File: src/rtl/param_vending_machine.sv
// param_vending_machine: Moore vending FSM with parameterised item prices, coin collection and nickel change refund
module param_vending_machine #(
    parameter int NUM_ITEMS = 4,
    parameter int CREDIT_W = 6,
    parameter logic [NUM_ITEMS*CREDIT_W-1:0] PRICES = {CREDIT_W'(6), CREDIT_W'(5), CREDIT_W'(4), CREDIT_W'(3)}
) (
    input  logic                 clock,
    input  logic                 reset,
    input  logic [NUM_ITEMS-1:0] item_sel,
    input  logic                 item_valid,
    input  logic                 nickel_in,
    input  logic                 dime_in,
    input  logic                 quarter_in,
    input  logic                 cancel,
    output logic                 dispense,
    output logic [NUM_ITEMS-1:0] item_out,
    output logic                 nickel_out,
    output logic                 coin_reject,
    output logic                 busy,
    output logic [CREDIT_W-1:0]  credit
);
    localparam logic [1:0] IDLE = 2'd0, COLLECT = 2'd1, DISPENSE = 2'd2, CHANGE = 2'd3;
    logic [1:0] state, state_d;
    logic [NUM_ITEMS-1:0] sel, sel_d;
    logic [CREDIT_W-1:0] credit_d, req_price, sel_price, remainder;
    logic [CREDIT_W+2:0] sum;
    logic [2:0] coin_val;
    logic any_coin, multi, overflow, reject_d;
    always_comb begin
        req_price = '0;
        sel_price = '0;
        for (int i = 0; i < NUM_ITEMS; i++) begin
            req_price = req_price | (item_sel[i] ? PRICES[i*CREDIT_W +: CREDIT_W] : '0);
            sel_price = sel_price | (sel[i] ? PRICES[i*CREDIT_W +: CREDIT_W] : '0);
        end
    end
    assign coin_val = quarter_in ? 3'd5 : dime_in ? 3'd2 : {2'b0, nickel_in};
    assign any_coin = quarter_in | dime_in | nickel_in;
    assign multi = (quarter_in & (dime_in | nickel_in)) | (dime_in & nickel_in);
    assign sum = {3'b0, credit} + {{CREDIT_W{1'b0}}, coin_val};
    // credit saturates by refusing the coin, never by wrapping
    assign overflow = |sum[CREDIT_W+2:CREDIT_W];
    assign remainder = credit - sel_price;
    always_comb begin
        state_d = state;
        credit_d = credit;
        sel_d = sel;
        reject_d = any_coin;
        case (state)
            IDLE: begin
                credit_d = '0;
                if (item_valid && $onehot(item_sel) && req_price != '0) begin
                    sel_d = item_sel;
                    state_d = COLLECT;
                end
            end
            COLLECT: begin
                if (cancel) begin
                    state_d = credit != '0 ? CHANGE : IDLE;
                end else begin
                    reject_d = multi | (any_coin & overflow);
                    credit_d = overflow ? credit : sum[CREDIT_W-1:0];
                    state_d = (!overflow && sum[CREDIT_W-1:0] >= sel_price) ? DISPENSE : COLLECT;
                end
            end
            DISPENSE: begin
                credit_d = remainder;
                state_d = remainder != '0 ? CHANGE : IDLE;
            end
            CHANGE: begin
                credit_d = credit - CREDIT_W'(1);
                state_d = credit == CREDIT_W'(1) ? IDLE : CHANGE;
            end
        endcase
    end
    always_ff @(posedge clock or negedge reset) begin
        if (!reset) begin
            state <= IDLE;
            credit <= '0;
            sel <= '0;
            coin_reject <= 1'b0;
        end else begin
            state <= state_d;
            credit <= credit_d;
            sel <= sel_d;
            coin_reject <= reject_d;
        end
    end
    assign dispense = state == DISPENSE;
    assign item_out = dispense ? sel : '0;
    assign nickel_out = state == CHANGE;
    assign busy = state != IDLE;
endmodule

File: config.mk
export PLATFORM = sky130hd
export DESIGN_NAME = param_vending_machine
export DESIGN_NICKNAME = d
export VERILOG_FILES = /design/src/rtl/param_vending_machine.sv
export SDC_FILE = /design/constraint.sdc
export NUM_CORES = 1
export LEC_CHECK = 0
export CAP_MARGIN = 20
export CORE_ASPECT_RATIO = 0.6
export CORE_MARGIN = 2
export CORE_UTILIZATION = 30
export CTS_CLUSTER_SIZE = 28
export DETAILED_ROUTE_END_ITERATION = 10
export SETUP_SLACK_MARGIN = 0.05
export SYNTH_ARGS = -nofsm -noshare
export SYNTH_HDL_FRONTEND = slang
export SYNTH_SLANG_ARGS = --single-unit
File: constraint.sdc
create_clock -name clock -period 2.6 [get_ports clock]
set_clock_uncertainty 0.1 [all_clocks]
set_input_delay 0.52 -clock clock [delete_from_list [all_inputs] [get_ports clock]]
set_output_delay 0.52 -clock clock [all_outputs]
set_load 0.05 [all_outputs]
==> results.md <==
- Status: complete, no violations
- Primary FF master, synth: dfrtp_1
- Final HPWL DP: 3.01 mm
- CTS H-tree lvls: 1
- DR WL/cell: about 15 microns
- Leak: 0.875 nW
- Final hold vios: 0
- Multi-input logic area: 1030 sq um
- Final worst-path cycle share: 94.3%
- Net Count, Synth: 193
- Syn_area_per_cell: between 8 and 9 sq um
- Worst Setup End Kind: register
- Share of cells above drive strength 1: 31.7%
- Finished Layout Cells: 268
- Layout area overhead: 42.1%
- Crit path DAT: 2.48 ns
- Design Area, Final: 1950 sq um
- Max-cap violations: 0
- Worst-case clock buffer depth: 2
- Crit path kind: in2reg
- Fillers: ~400
- Iter 0 DRT Violations: ~140
- # diodes: 0
- Die H: 56.3 microns
- CTS tree: done
- Slew headroom: 58.6%
- Worst-path clk slew: around 0.060 ns
- Routed wire length: 4.01 mm
- Final Max Tran Viols: 0
- # IOs: 25
- CP Launch Type: input pin
- WP data required: 2.63 ns
- Layout net count: 237
- # rows: 18
- Power Density: 1290 nW/um^2
- Slowest CP cell: fa_1
- GR Overflow Total: 0
- I/O Buffers: 24
- Worst Max-Slew Pin Slew: 0.619 ns
- Hold-fix buffers at CTS: 0
- Largest net degree at the start of global routing: 16
- Fmax: 408 MHz
- Reg area: 328 sq um
- Placed cell area: 1780 sq um
- GP Congestion: 0.914
- Worst min path class: reg2reg
- Vias in the first global route: 1318
- Critical path fanouts, max: 2
- Worst Setup Slack post-DPL: -0.519 ns
- Drt drc: 0
- Initial antenna violation count: 0
- Fin crit period: 2.45 ns
- First-pass GRT wire length: between 6 and 7 mm
- Post-synthesis sequential area ratio: 23.7%
- Peak supply drop: around 0.42 mV
- Ys async rst share: between 90% and 100%
- Critical path, cell by cell: clkdlybuf4s15_2, inv_2, fa_1, inv_2, ha_4, ha_4, nor4bb_4, nand4_1, mux2_4
- RSZ-0062 raised after global routing: no
- Setup TNS: 0 ns
- Vias/cell: 5.13
- Finish-stage setup viols: 0
- Final WS setup: 0.149 ns
- Detail Route Antenna Nets: 0
- Routed vias: 1376
- Mapped Area: 1370 sq um
- Dpl cells: about 260
- CP bufs+invs: 3
- Die width: between 90 and 100 microns
- Clock latency on the worst-skew pair: 0.24 ns
- Core area: 4260 sq um
- Root buffer cell: clkbuf_8
- Largest delay contributor family on the critical path: adder cells
- Cts bufs inserted: 3
- Crit path largest cell delay: 0.49 ns
- Syn Inst Count: about 170
- Yosys cell types: 50
- Initial core utilization: 32.2%
- Drt first pass iters: 4
- EDFF count, synth: 0
- Die area: 5140 sq um
- Worst hold slack: around 0.44 ns
- Ys Warns: 0
- Flops & latches, synth: 13
- Overall routing resource usage: 16.5%
- Clock Sink Count: 13
## cells by family after synthesis
kind of cell | share of synthesized area, %
AO/OA/AOI/OAI | 20.0
flip-flops | 23.7
AND/OR/NAND/NOR | 24.5
multiplexers | 1.55
adder cells (fa/ha/maj) | 17.9
XOR/XNOR | 3.20
buffers and inverters | 9.13
## final cells by class
class / instances / area share [%]
Sequential cell: 13 / 16.8
Inverter: 17 / 3.28
Timing Repair Buffer: 47 / 20.6
Multi-Input combinational cell: 127 / 53.1
Tap cell: 60 / 3.86
Clock buffer: 4 / 2.31
## metrics by stage
stage	power, W	utilization (%)
after floorplan	0.00161	-
after global placement	0.00211	41.8
after detailed placement	0.00210	41.8
after CTS	0.00235	44.0
after global routing	0.00273	45.7
final	0.00251	45.7
## power breakdown
group | leakage (nW) | switching [W] | internal [W]
Combinational | 0.695 | 0.00111 | 0.000800
Clock | 0.0228 | 0.0000763 | 0.000108
Sequential | 0.157 | 0.000128 | 0.000286
Total | 0.875 | 0.00131 | 0.00119
## registers in the layout, summed over array words and instances (netlist names)
register	count
credit	6
sel	4
state	2
coin_reject	1
## worst min-delay path, cell delays in order, from the launching register on
cell	delay, ns
dfrtp_1	0.39
nand2_1	0.06
o21ai_0	0.06
## placed cells by master (no fill, tap or decap), types with 4 or more instances in the layout
cell type	instances
inv_1	11
nand3_1	5
nand2_1	12
buf_4	28
ha_1	10
and3_1	4
inv_2	6
o21ai_0	8
clkdlybuf4s50_1	11
dfrtp_1	11
nor2_1	13
a21oi_1	10
## synthesized netlist by cell type, types with 2 or more instances
library cell / instances / area (sq um)
fa_1: 3 / 60.1
ha_1: 14 / 175
nand4b_1: 2 / 17.5
nor3b_1: 3 / 22.5
a21oi_1: 11 / 55.1
o211ai_1: 2 / 15.0
nand2_1: 12 / 45.0
nand4_1: 3 / 18.8
inv_1: 17 / 63.8
nand3b_1: 2 / 15.0
a21o_1: 3 / 22.5
nand2b_1: 2 / 12.5
nor4_1: 2 / 12.5
buf_2: 2 / 10.0
nor2_1: 13 / 48.8
dfrtp_1: 13 / 325
nor3_1: 2 / 10.0
nand3_1: 6 / 30.0
o21ai_0: 10 / 50.1
xnor2_1: 4 / 35.0
o22ai_1: 2 / 12.5
and3_1: 4 / 25.0
a211oi_1: 3 / 22.5
buf_6: 2 / 22.5
clkbuf_1: 2 / 7.51
a31oi_1: 2 / 12.5
## routing by layer
| layer | GRT usage [%] | routed length [microns] | part of all wire (%) | up-vias |
|---|---|---|---|---|
| met1 | 27.2 | 2130 | 53 | 635 |
| met5 | 0 | 0 | 0 | - |
| met3 | 4.70 | 308 | 7.7 | 2 |
| met2 | 21.4 | 1560 | 39 | 56 |
| met4 | 1.08 | 8 | 0.20 | 0 |
| li1 | - | - | - | 683 |
## timing repair
item	in CTS	in global routing
pin swaps	6	11
buffers inserted	1	1
gates resized for setup	23	18
cloned	0	0
endpoints found under the setup margin	13	7
## final timing paths
path                                        from                     to  slack (ns)  cells past startpoint
max                                  item_sel[0]     sel[2]$_DFFE_PN0P_        0.15                      9
min                           sel[1]$_DFFE_PN0P_     sel[1]$_DFFE_PN0P_        0.44                      2
max reg2reg                credit[0]$_DFFE_PN0P_   state[0]$_DFFE_PN0P_        0.17                      9
min reg2reg                   sel[1]$_DFFE_PN0P_     sel[1]$_DFFE_PN0P_        0.44                      2
max in group asynchronous                  reset  credit[0]$_DFFE_PN0P_        1.40                      1
min in group asynchronous                  reset  credit[3]$_DFFE_PN0P_        0.56                      1
Note: power is estimated with default switching activity, not from simulation.
